===== src/rtl/gray_seq_tracker.sv =====
// Sequence tracker: walks a loadable STEPS-long symbol table one step per match,
// exposing a Gray or binary encoded step plus advance/mismatch/wrap pulses.
module gray_seq_tracker #(
    parameter int STEPS    = 32,
    parameter int IN_W     = 2,
    parameter int ENC      = 0,
    parameter int MISMATCH = 0,
    parameter int WRAP_W   = 8,
    localparam int SW      = $clog2(STEPS)
) (
    input  logic              clk,
    input  logic              reset,
    input  logic              en,
    input  logic [IN_W-1:0]   in,
    input  logic              load_en,
    input  logic [SW-1:0]     load_addr,
    input  logic [IN_W-1:0]   load_data,
    output logic [SW-1:0]     state,
    output logic [SW-1:0]     step,
    output logic              advance,
    output logic              mismatch,
    output logic              wrap,
    output logic [WRAP_W-1:0] wrap_count,
    output logic              out_signal
);

    localparam int XW = (SW < 3) ? SW : 3;
    localparam logic [SW-1:0] LAST = SW'(STEPS - 1);

    logic [IN_W-1:0] tbl [STEPS];
    logic            hit;

    assign hit = (in == tbl[step]);

    always_ff @(posedge clk) begin
        if (reset) begin
            step       <= '0;
            advance    <= 1'b0;
            mismatch   <= 1'b0;
            wrap       <= 1'b0;
            wrap_count <= '0;
            for (int i = 0; i < STEPS; i++)
                tbl[i] <= IN_W'(i);
        end else begin
            advance  <= 1'b0;
            mismatch <= 1'b0;
            wrap     <= 1'b0;
            // compare above reads the pre-write entry
            if (load_en)
                tbl[load_addr] <= load_data;
            if (en) begin
                if (hit) begin
                    advance <= 1'b1;
                    if (step == LAST) begin
                        step <= '0;
                        wrap <= 1'b1;
                        if (wrap_count != '1)
                            wrap_count <= wrap_count + 1'b1;
                    end else begin
                        step <= step + 1'b1;
                    end
                end else begin
                    mismatch <= 1'b1;
                    if (MISMATCH != 0)
                        step <= '0;
                end
            end
        end
    end

    assign state      = (ENC == 0) ? (step ^ (step >> 1)) : step;
    assign out_signal = ^state[XW-1:0];

endmodule


===== config.mk =====
export PLATFORM = sky130hd
export DESIGN_NAME = gray_seq_tracker
export DESIGN_NICKNAME = d
export VERILOG_FILES = /design/src/rtl/gray_seq_tracker.sv
export SDC_FILE = /design/constraint.sdc
export NUM_CORES = 1
export LEC_CHECK = 0
export BUFFER_PORTS_ARGS = -buffer_cell sky130_fd_sc_hd__buf_2
export CORE_MARGIN = 4
export CORE_UTILIZATION = 54
export CTS_CLUSTER_DIAMETER = 120
export CTS_CLUSTER_SIZE = 16
export DETAILED_ROUTE_END_ITERATION = 7
export PLACE_DENSITY_LB_ADDON = 0.2
export SKIP_CTS_REPAIR_TIMING = 1
export SLEW_MARGIN = 10
export SYNTH_ARGS = -nofsm -noshare
export SYNTH_HDL_FRONTEND = slang
export SYNTH_SLANG_ARGS = --single-unit

===== constraint.sdc =====
create_clock -name clk -period 3.7 [get_ports clk]
set_input_delay 0.555 -clock clk [delete_from_list [all_inputs] [get_ports clk]]
set_output_delay 0.555 -clock clk [all_outputs]
set_load 0.05 [all_outputs]

Word level (Yosys, flattened, before mapping)
Memory sizes are Yosys's and may differ from the RTL's. A register that Yosys moved wholly into a read port is not among the register bits.
Cells that the tools add are included.
Operators by class
  add/subtract/negate cells: 2
  mux-type cells: 14
  bitwise gates (word level): 3
  eq/ne operators: 3
  reductions and logical operators: 6
Operator list (number)
  $mux W5: 4
  $mux W1: 9
  $add A8 B1 Y8 const B: 1
  $ne A8 B8 Y1 const B: 1
  $add A5 B1 Y5 const B: 1
  $eq A5 B5 Y1 const B: 1
  $xor A5 B4 Y5: 1
  $reduce_and A4 Y1: 1
  $reduce_or A2 Y1: 2
  $reduce_or A3 Y1: 1
  $reduce_xor A3 Y1: 1
  $eq A2 B2 Y1: 1
  $mux W2: 1
  $not A1 Y1: 2
  $reduce_and A2 Y1: 1
Word-level totals
  register bits after elaboration: 16
  RAM bits: 64
  memories kept: 1
  output and inout port bits: 22
Memories
  tbl: words 32, width 2, rd ports 1, clocked after Yosys merged registers in 1, write ports 32, line 30  | logic [IN_W-1:0] tbl [STEPS];

Depth between registers and ports, before layout
  word-level depth: 5
  mapped depth: 11
  mapped depth without buffers: 7

Worst setup path before layout
No wires, ideal clock.
  kind: reg-to-reg
  from: reg (tool-made name)
  to: reg wrap_count[4]
  clock period less this slack: 2964 ps
  required time: 3630 ps
  slack: 736 ps
  setup time: 70 ps
  cell stages (with the launch flop): 11
  arrival time: 2894 ps
  path buffers: 3
  cells stage by stage: dfxtp_1 clkbuf_1 buf_1 mux4_2 mux4_2 mux2i_1 xor2_1 nand3_2 buf_6 or4_1 a21oi_1
RTL lines
  end signal: assignment: line 58  | wrap_count <= wrap_count + 1'b1;
  end: declaration: line 23  | output logic [WRAP_W-1:0] wrap_count,

==> reports/results.ini <==
[synth]
synth_cell_types=34
syn_inst=345
synth_area_per_cell_um2=12.3
ys_seq_area_share_pct=55.1
yosys_warnings=0
synth_fp_nets=363
netlist_area_um2=4250
ys_ff_latch=85

[worst_hold_path]
hp-class=primary input to flop
hold_end=mismatch
worstHoldStart=en
holdPathStages=3

[detailed_routing]
dr.pass1.iters=4
top_layer=met4
wl_per_cell_um=17.5
ant_nets=0
met2_length_um=4080
via_count=2783
post-route-drc-count=0
viasPerCell=5.85
drt-met1-wl_um=3800
drtIter0Drc=142
wl_met3_um=391
wirelength_um=8350

[setup_path]
r2r_end=step[2]
path_class=flop to flop
required_ns=3.98
rrSetupSlack_ns=0.35
r2r_cells=8
critical_path_arrival_ns=3.63
critPathMaxFanout=26
cp-end-kind=flop
critPathLaunchType=flop

[global_route]
grt_usage_pct=18.9
grt_pass1_vias=2674
grt_pass1_wl_um=14000
grt_overflow=0
grt_max_degree=52
antenna_found_initial=0

[flow_run]
cap_violations=0

[timing]
fin_setup_tns_ns=0
rsz0062_at_grt=false
drv_slew=0
slew-limit-headroom_pct=39.5
fmax_mhz=298
setup_viol=0
finalCritPeriodShare_pct=90.6
tightest_slew_ns=0.900
hold_viol_final=0
hold_slack_ns=0.472
period_needed_ns=3.35
finClkSkew_ns=0.00784
setup_slack_ns=0.347

[final_layout]
drive_above_1_share_pct=24.3
nets=387
fin_cells=476
multi_input_area_um2=1780
nFillCells=627
ff_latch_area_um2=2340
area_growth_pct=9.44
diodes=0

[floorplan]
num_rows=32
die_area_um2=9360
ioPinCount=35
initial_utilization_pct=55.3
core_um2=7690
dieHeight_um=96.7
die_x_um=96.7

[clock_tree]
h-tree-depth=3
cts_max_path_buffers=2
cts_sinks=85
cts_tree=done
clk_pin_slew_worst_paths_ns=0.08
clkLatencyLatePin_ns=0.35
cts-buffers-inserted=9
cts_root_buf=clkbuf_8

[place]
io_buffers=34
place_hpwl_um=5730
dp_slack_ns=0.343
dp.cells=460
gp_congestion=0.732

[power]
powerDensity_nw_per_um2=409
power_w=0.00190
power.leakage_nw=1.73
ir_drop_uv=221

[outcome]
status=finished clean

## worst max-delay path, cell delays in order, from the launching register on
cell and delay [ns]:
dfxtp_1 0.31, buf_4 0.28, mux4_1 0.60, mux4_2 0.49, mux2i_1 0.18, xor2_1 0.25
nand3_2 0.40, or4b_1 0.62, a21oi_1 0.17
## state kept, by name, indices dropped and copies added, names as in the netlist, named ones only
signal      count
advance         1
wrap_count      8
tbl            64
mismatch        1
step            5
wrap            1
## cells by family after synthesis
logic type               share of synthesized area [%]
AND/OR/NAND/NOR                                   21.9
flip-flops                                        55.1
AO/OA/AOI/OAI                                     5.59
buffers and inverters                             3.12
multiplexers                                      12.0
adder cells (fa/ha/maj)                           1.47
XOR/XNOR                                         0.824
## worst max-delay path by stage
stage,end,slack [ns],cells after the start,start
global placement,flop,0.48,8,flop
CTS,step[2],0.31,8,flop
floorplan,wrap_count[4],0.74,10,flop
finish,step[2],0.35,8,flop
detailed placement,step[2],0.34,8,flop
global route,step[2],0.10,8,flop
## metal layers
metal | GRT usage, % | vias up
li1 | - | 1336
met1 | 26.9 | 1387
met2 | 30.1 | 51
met3 | 4.04 | 9
met4 | 4.32 | 0
met5 | 0 | -
## placed cells by master (no fill, tap or decap), types with 2 or more instances in the layout
cell and instances:
xor2_1 4, a21oi_1 18, nor3b_1 2, nor2_1 19
nand2b_1 11, o31ai_1 6, mux4_1 8, a21o_1 7
or3_1 24, nand3b_1 3, nand2_1 16, o21bai_1 4
clkinv_4 2, dfxtp_1 21, edfxtp_1 64, or4_1 7
mux4_2 12, and2_1 20, nor3_1 2, nand3_1 8
mux2i_1 3, clkbuf_8 9, and3_1 20, buf_4 5
ha_1 5, inv_1 2, o21ai_0 4, or2_2 25
buf_2 34
## metrics by stage
stage	area (um^2)	utilization [%]
after floorplan	4250	-
after global placement	4460	58.1
after detailed placement	4460	58.1
after CTS	4650	60.5
after global routing	4650	60.5
final	4650	60.5
## power breakdown
| part | switching [W] | leakage, nW | internal, W |
|---|---|---|---|
| clock | 0.000333 | 0.0939 | 0.000311 |
| combinational | 0.000107 | 0.841 | 0.0000714 |
| sequential | 0.0000162 | 0.796 | 0.00106 |
## cell usage after synthesis (all sizes together)
cell type / number / share of area [%]
clkbuf: 19 / 1.7
or4: 7 / 1.2
nand3: 9 / 1.2
buf: 7 / 1.3
nor2: 19 / 1.7
a21o: 7 / 1.2
dfxtp: 21 / 9.9
nand2b: 11 / 1.6
nor2b: 1 / 0.15
nor3b: 2 / 0.35
a21oi: 18 / 2.1
or2: 25 / 3.7
or3b: 1 / 0.21
o21bai: 4 / 0.71
nand3b: 3 / 0.53
mux2i: 3 / 0.71
nand2: 16 / 1.4
and3: 20 / 2.9
edfxtp: 64 / 45
and2: 20 / 2.9
inv: 2 / 0.18
xor2: 4 / 0.82
o21ai: 4 / 0.47
or3: 24 / 3.5
ha: 5 / 1.5
nor3: 2 / 0.24
mux4: 20 / 11
o31ai: 6 / 1.1
or4b: 1 / 0.24
## cell type report
class | count | area share, %
Clock buffer | 10 | 2.74
Clock inverter | 6 | 1.37
Inverter | 2 | 0.161
Multi-Input combinational cell | 232 | 38.2
Sequential cell | 85 | 50.3
Tap cell | 102 | 2.74
Timing Repair Buffer | 39 | 4.46
Note: power is estimated with default switching activity, not from simulation.
